<file path="src/rtl/axis_1553_encoder.sv">
// MIL-STD-1553 Manchester II transmitter: one AXI-Stream word becomes sync + 16 data bits
// + odd parity on a differential pair, followed by a forced idle gap.
module axis_1553_encoder #(
   parameter int clock_speed = 20000000,
   parameter int gap_bits    = 4,
   parameter bit invert_data = 1'b0
) (
   input  logic        aclk,
   input  logic        arstn,
   input  logic [15:0] s_axis_tdata,
   input  logic [7:0]  s_axis_tuser,
   input  logic        s_axis_tvalid,
   output logic        s_axis_tready,
   output logic [1:0]  diff,
   output logic        busy
);

   function automatic int clogb2(input int value);
      int r;
      r = 0;
      while ((1 << r) < value) r++;
      return (r < 1) ? 1 : r;
   endfunction

   localparam int HALF    = clock_speed / 2000000;
   localparam int BIT     = 2 * HALF;
   localparam int GAP_CYC = gap_bits * BIT;
   localparam int HALF_W  = clogb2(HALF);
   localparam int GAP_W   = clogb2(GAP_CYC);

   typedef enum logic [2:0] {IDLE, SYNC, DATA, PARITY, GAP} state_t;

   state_t              state_q, state_d;
   logic [HALF_W-1:0]   half_cnt_q, half_cnt_d;
   logic [2:0]          phase_q, phase_d;
   logic [3:0]          bit_idx_q, bit_idx_d;
   logic [GAP_W-1:0]    gap_cnt_q, gap_cnt_d;
   logic [15:0]         data_q, data_d;
   logic                cmd_q, cmd_d;
   logic                par_q, par_d;
   logic                tready_q, tready_d;
   logic [1:0]          diff_q, diff_d;
   logic                busy_q, busy_d;

   logic                half_last;
   logic                cur_bit;
   logic                unused_tuser;

   assign unused_tuser = ^s_axis_tuser[4:1];

   // diff[0] carries the line level; the pair is complemented, optionally swapped.
   function automatic logic [1:0] drive(input logic level);
      return invert_data ? {level, ~level} : {~level, level};
   endfunction

   always_comb begin
      state_d    = state_q;
      half_cnt_d = half_cnt_q;
      phase_d    = phase_q;
      bit_idx_d  = bit_idx_q;
      gap_cnt_d  = gap_cnt_q;
      data_d     = data_q;
      cmd_d      = cmd_q;
      par_d      = par_q;
      tready_d   = tready_q;
      busy_d     = busy_q;
      diff_d     = 2'b00;
      half_last  = (half_cnt_q == HALF_W'(HALF - 1));
      cur_bit    = data_q[bit_idx_q];

      unique case (state_q)
         IDLE: begin
            half_cnt_d = '0;
            phase_d    = 3'd0;
            tready_d   = 1'b1;
            if (s_axis_tvalid && tready_q) begin
               data_d   = s_axis_tdata;
               cmd_d    = (s_axis_tuser[7:5] == 3'b100);
               par_d    = (~^s_axis_tdata) ^ s_axis_tuser[0];
               tready_d = 1'b0;
               busy_d   = 1'b1;
               state_d  = SYNC;
            end
         end
         SYNC: begin
            // Six half-bit periods: three at the sync polarity, three at its inverse.
            diff_d     = drive((phase_q < 3'd3) ? cmd_q : ~cmd_q);
            half_cnt_d = half_last ? '0 : half_cnt_q + HALF_W'(1);
            if (half_last) begin
               phase_d = phase_q + 3'd1;
               if (phase_q == 3'd5) begin
                  phase_d   = 3'd0;
                  bit_idx_d = 4'd15;
                  state_d   = DATA;
               end
            end
         end
         DATA: begin
            diff_d     = drive(phase_q[0] ? ~cur_bit : cur_bit);
            half_cnt_d = half_last ? '0 : half_cnt_q + HALF_W'(1);
            if (half_last) begin
               phase_d = {2'b00, ~phase_q[0]};
               if (phase_q[0]) begin
                  if (bit_idx_q == 4'd0) state_d = PARITY;
                  else                   bit_idx_d = bit_idx_q - 4'd1;
               end
            end
         end
         PARITY: begin
            diff_d     = drive(phase_q[0] ? ~par_q : par_q);
            half_cnt_d = half_last ? '0 : half_cnt_q + HALF_W'(1);
            if (half_last) begin
               phase_d = {2'b00, ~phase_q[0]};
               if (phase_q[0]) begin
                  gap_cnt_d = '0;
                  state_d   = GAP;
               end
            end
         end
         GAP: begin
            // tready rises with the IDLE entry so the next word can go on the following edge.
            gap_cnt_d = gap_cnt_q + GAP_W'(1);
            if (gap_cnt_q == GAP_W'(GAP_CYC - 1)) begin
               tready_d = 1'b1;
               busy_d   = 1'b0;
               state_d  = IDLE;
            end
         end
         default: state_d = IDLE;
      endcase
   end

   always_ff @(posedge aclk) begin
      if (!arstn) begin
         state_q    <= IDLE;
         half_cnt_q <= '0;
         phase_q    <= 3'd0;
         bit_idx_q  <= 4'd15;
         gap_cnt_q  <= '0;
         data_q     <= 16'h0000;
         cmd_q      <= 1'b0;
         par_q      <= 1'b0;
         tready_q   <= 1'b0;
         diff_q     <= 2'b00;
         busy_q     <= 1'b0;
      end else begin
         state_q    <= state_d;
         half_cnt_q <= half_cnt_d;
         phase_q    <= phase_d;
         bit_idx_q  <= bit_idx_d;
         gap_cnt_q  <= gap_cnt_d;
         data_q     <= data_d;
         cmd_q      <= cmd_d;
         par_q      <= par_d;
         tready_q   <= tready_d;
         diff_q     <= diff_d;
         busy_q     <= busy_d;
      end
   end

   assign s_axis_tready = tready_q;
   assign diff          = diff_q;
   assign busy          = busy_q;

endmodule

</file>
<file path="config.mk">
export PLATFORM = sky130hd
export DESIGN_NAME = axis_1553_encoder
export DESIGN_NICKNAME = d
export VERILOG_FILES = /design/src/rtl/axis_1553_encoder.sv
export SDC_FILE = /design/constraint.sdc
export NUM_CORES = 1
export LEC_CHECK = 0
export ABC_AREA = 1
export BUFFER_PORTS_ARGS = -buffer_cell sky130_fd_sc_hd__buf_2
export CORE_MARGIN = 2
export CORE_UTILIZATION = 55
export DETAILED_ROUTE_END_ITERATION = 10
export PLACE_DENSITY = 0.76
export SLEW_MARGIN = 40
export SYNTH_ARGS = -nofsm -noshare
export SYNTH_HDL_FRONTEND = slang
export SYNTH_SLANG_ARGS = --single-unit
</file>
<file path="constraint.sdc">
create_clock -name aclk -period 2.55 [get_ports aclk]
set_clock_uncertainty 0.2 [all_clocks]
set_input_delay 0.1275 -clock aclk [delete_from_list [all_inputs] [get_ports aclk]]
set_output_delay 0.1275 -clock aclk [all_outputs]
set_load 0.05 [all_outputs]
</file>
==> results.yml <==
synth:
  synth_area_leaders: "dfxtp_1 36%, nand2_1 16%, inv_1 8.6%"
  synth.most_common_cell: "nand2_1"
  syn_area_sq_mm: 0.00241
  synth.distinct_cells: 31
  synth-seq-area-share: 0.358
  ys_ff_latch: 43
  syn_area_per_cell_sq_um: 6.56
  postSynth.asyncResetShare: 0
  syn_inst: 367
  synth_commonest_cells: "103 x nand2_1, 55 x inv_1, 43 x dfxtp_1"
  synth_nets: 398
  synth.top_cell.area_share: 0.358
  yosysWarnings: 0
  synth_edf_count: 0
  synth_flop_cell: "dfxtp_1"
  synth_top_area_cell: "dfxtp_1"
global_routing:
  antenna_found_initial: 0
  grt_pass1_wl_um: 9410
  grt_max_degree: 28
  grt-ovfl-total: 0
  grt_pass1_vias: 2259
  grtUsageTotal: 0.234
route:
  drc: 0
  vias: 2364
  drt_first_iter_violations: 127
  wire_per_inst_um: 11.2
  wl_met3_um: 220
  postRouteAntennaNets: 0
  first_pass_iters: 4
  dr_wl_met2_um: 2470
  met1Wirelength_um: 2430
  top_layer: "met4"
  viasPerCell: 5.09
  drt-total-wl_um: 5180
timing:
  setup_viol: 0
  worstMarginPinSlew_ps: 527
  rsz0062_at_grt: "no"
  drv_slew: 0
  fmax_mhz: 446
  min_period_ps: 2240
  holdWs_ps: 64.4
  tns_ps: 0
  finalCritPeriodShare: 0.880
  slew_headroom: 0.648
  hold_viol_final: 0
placement:
  place_area_sq_mm: 0.00258
  portBuffers: 26
  hpwl_um: 3620
  place_congestion: 0.876
  placed_cells: 438
critical_path:
  crit_path_end_kind: "flip-flop"
  crit_chain: "nor2_1 -> inv_2 -> nor3_2 -> buf_4 -> inv_2 -> a21oi_1 -> dlygate4sd3_1 -> a211oi_1"
  path_buf_inv: 4
  cpMostUsedCell: "inv_2"
  required_ps: 2570
  slowest_stage: "dlygate4sd3_1"
  critical-path-top-delay-family: "buffers and inverters"
  critPathMaxFanout: 27
  worstSetupPathType: "flip-flop to flip-flop"
  critPathArrivalTime_ps: 2260
  start_kind: "flip-flop"
  worst_path_largest_cell_delay_ps: 570
final_layout:
  antenna_cells: 0
  syn_to_final_growth_pct: 19.5
  drive_gt1_frac: 0.124
  fin_nets: 442
  final_area_sq_mm: 0.00288
  fill_cells: 395
  multiInputGateArea_sq_mm: 0.00128
  final_cells: 464
  register_area_sq_um: 861
die:
  initial_core_util: 0.560
  die_area_sq_mm: 0.00492
  floorplan.rows: 24
  ios: 31
  die_h_um: 70.1
  fp.dieW_um: 70.1
  core_area_sq_mm: 0.00429
clock_network:
  cts_tree: "yes"
  clock_latency_ps: 300
  cts_buffer_depth: 2
  root_buffer: "clkbuf_8"
  clk_pin_slew_ps: 80
  htree_levels: 2
  cts_sinks: 43
  cts_made_buffers: 5
power:
  fin_total_pwr_w: 0.00230
  ir_drop_uv: 435
  power.density_mw_per_mm2: 801
  leakage_nw: 1.36
flow_run:
  cap_violations: 0
outcome:
  status: "complete, no violations"
worst_hold_path:
  min_path_type: "input pin to flip-flop"
[metal layers]
layer	vias to the layer above	GRT usage
li1	1257	-
met1	1057	0.294
met2	45	0.399
met3	5	0.0390
met4	0	0.0962
met5	-	0
[sequential cells by signal, summed over array words and instances (netlist names)]
signal         count
data_q            16
busy               1
phase_q            3
diff               2
bit_idx_q          4
s_axis_tready      1
state_q            3
par_q              1
cmd_q              1
gap_cnt_q          7
half_cnt_q         4
[timing repair]
item | 4_1_cts | 5_1_grt
setup endpoints to repair | 0 | 0
hold buffers | 18 | 0
hold endpoints to repair | 17 | 0
gates resized for setup | 0 | 0
buffers inserted | 0 | 0
[final timing paths]
kind	start	end	slack [ps]	cells past startpoint
max	state_q[0]	cmd_q	310	8
min	arstn	bit_idx_q[3]	60	2
max reg2reg	state_q[0]	cmd_q	310	8
min reg2reg	data_q[6]	data_q[6]	260	2
[per-stage QoR]
| stage | utilization | setup WS [ps] |
|---|---|---|
| global route | 0.670 | 132 |
| detailed placement | 0.600 | 671 |
| finish | 0.670 | 307 |
| CTS | 0.670 | 333 |
| global placement | 0.600 | 742 |
| floorplan | - | 769 |
[area by class of cell]
class,instances,share of cell area
Clock inverter,2,0.0122
Multi-Input combinational cell,255,0.446
Timing Repair Buffer,46,0.113
Inverter,60,0.0783
Clock buffer,6,0.0287
Tap cell,52,0.0226
Sequential cell,43,0.299
[where the power goes]
part | switching [W] | total (W) | internal (W)
Clock | 0.000234 | 0.000551 | 0.000317
Sequential | 0.0000851 | 0.000875 | 0.000790
Combinational | 0.000563 | 0.000877 | 0.000314
[cells by family after synthesis]
group	Yosys count	share of synthesized area
AO/OA/AOI/OAI	73	0.167
flip-flops	43	0.358
AND/OR/NAND/NOR	167	0.304
buffers and inverters	69	0.110
adder cells (fa/ha/maj)	4	0.0208
XOR/XNOR	11	0.0400
[layout by cell type, fill, tap and decap left out, types with 3 or more instances in the layout]
cell type	synthesis	routed
o21ai_0	24	24
xnor2_1	8	8
inv_2	5	5
buf_2	4	26
nand3_1	32	32
dfxtp_1	43	43
a21oi_1	32	32
o21ai_1	6	6
clkbuf_8	0	6
ha_1	4	4
o211ai_1	3	3
xor2_1	3	3
nor2_1	18	18
dlygate4sd3_1	0	18
nand2_1	103	103
inv_1	55	55
(Power assumes the default switching activity.)
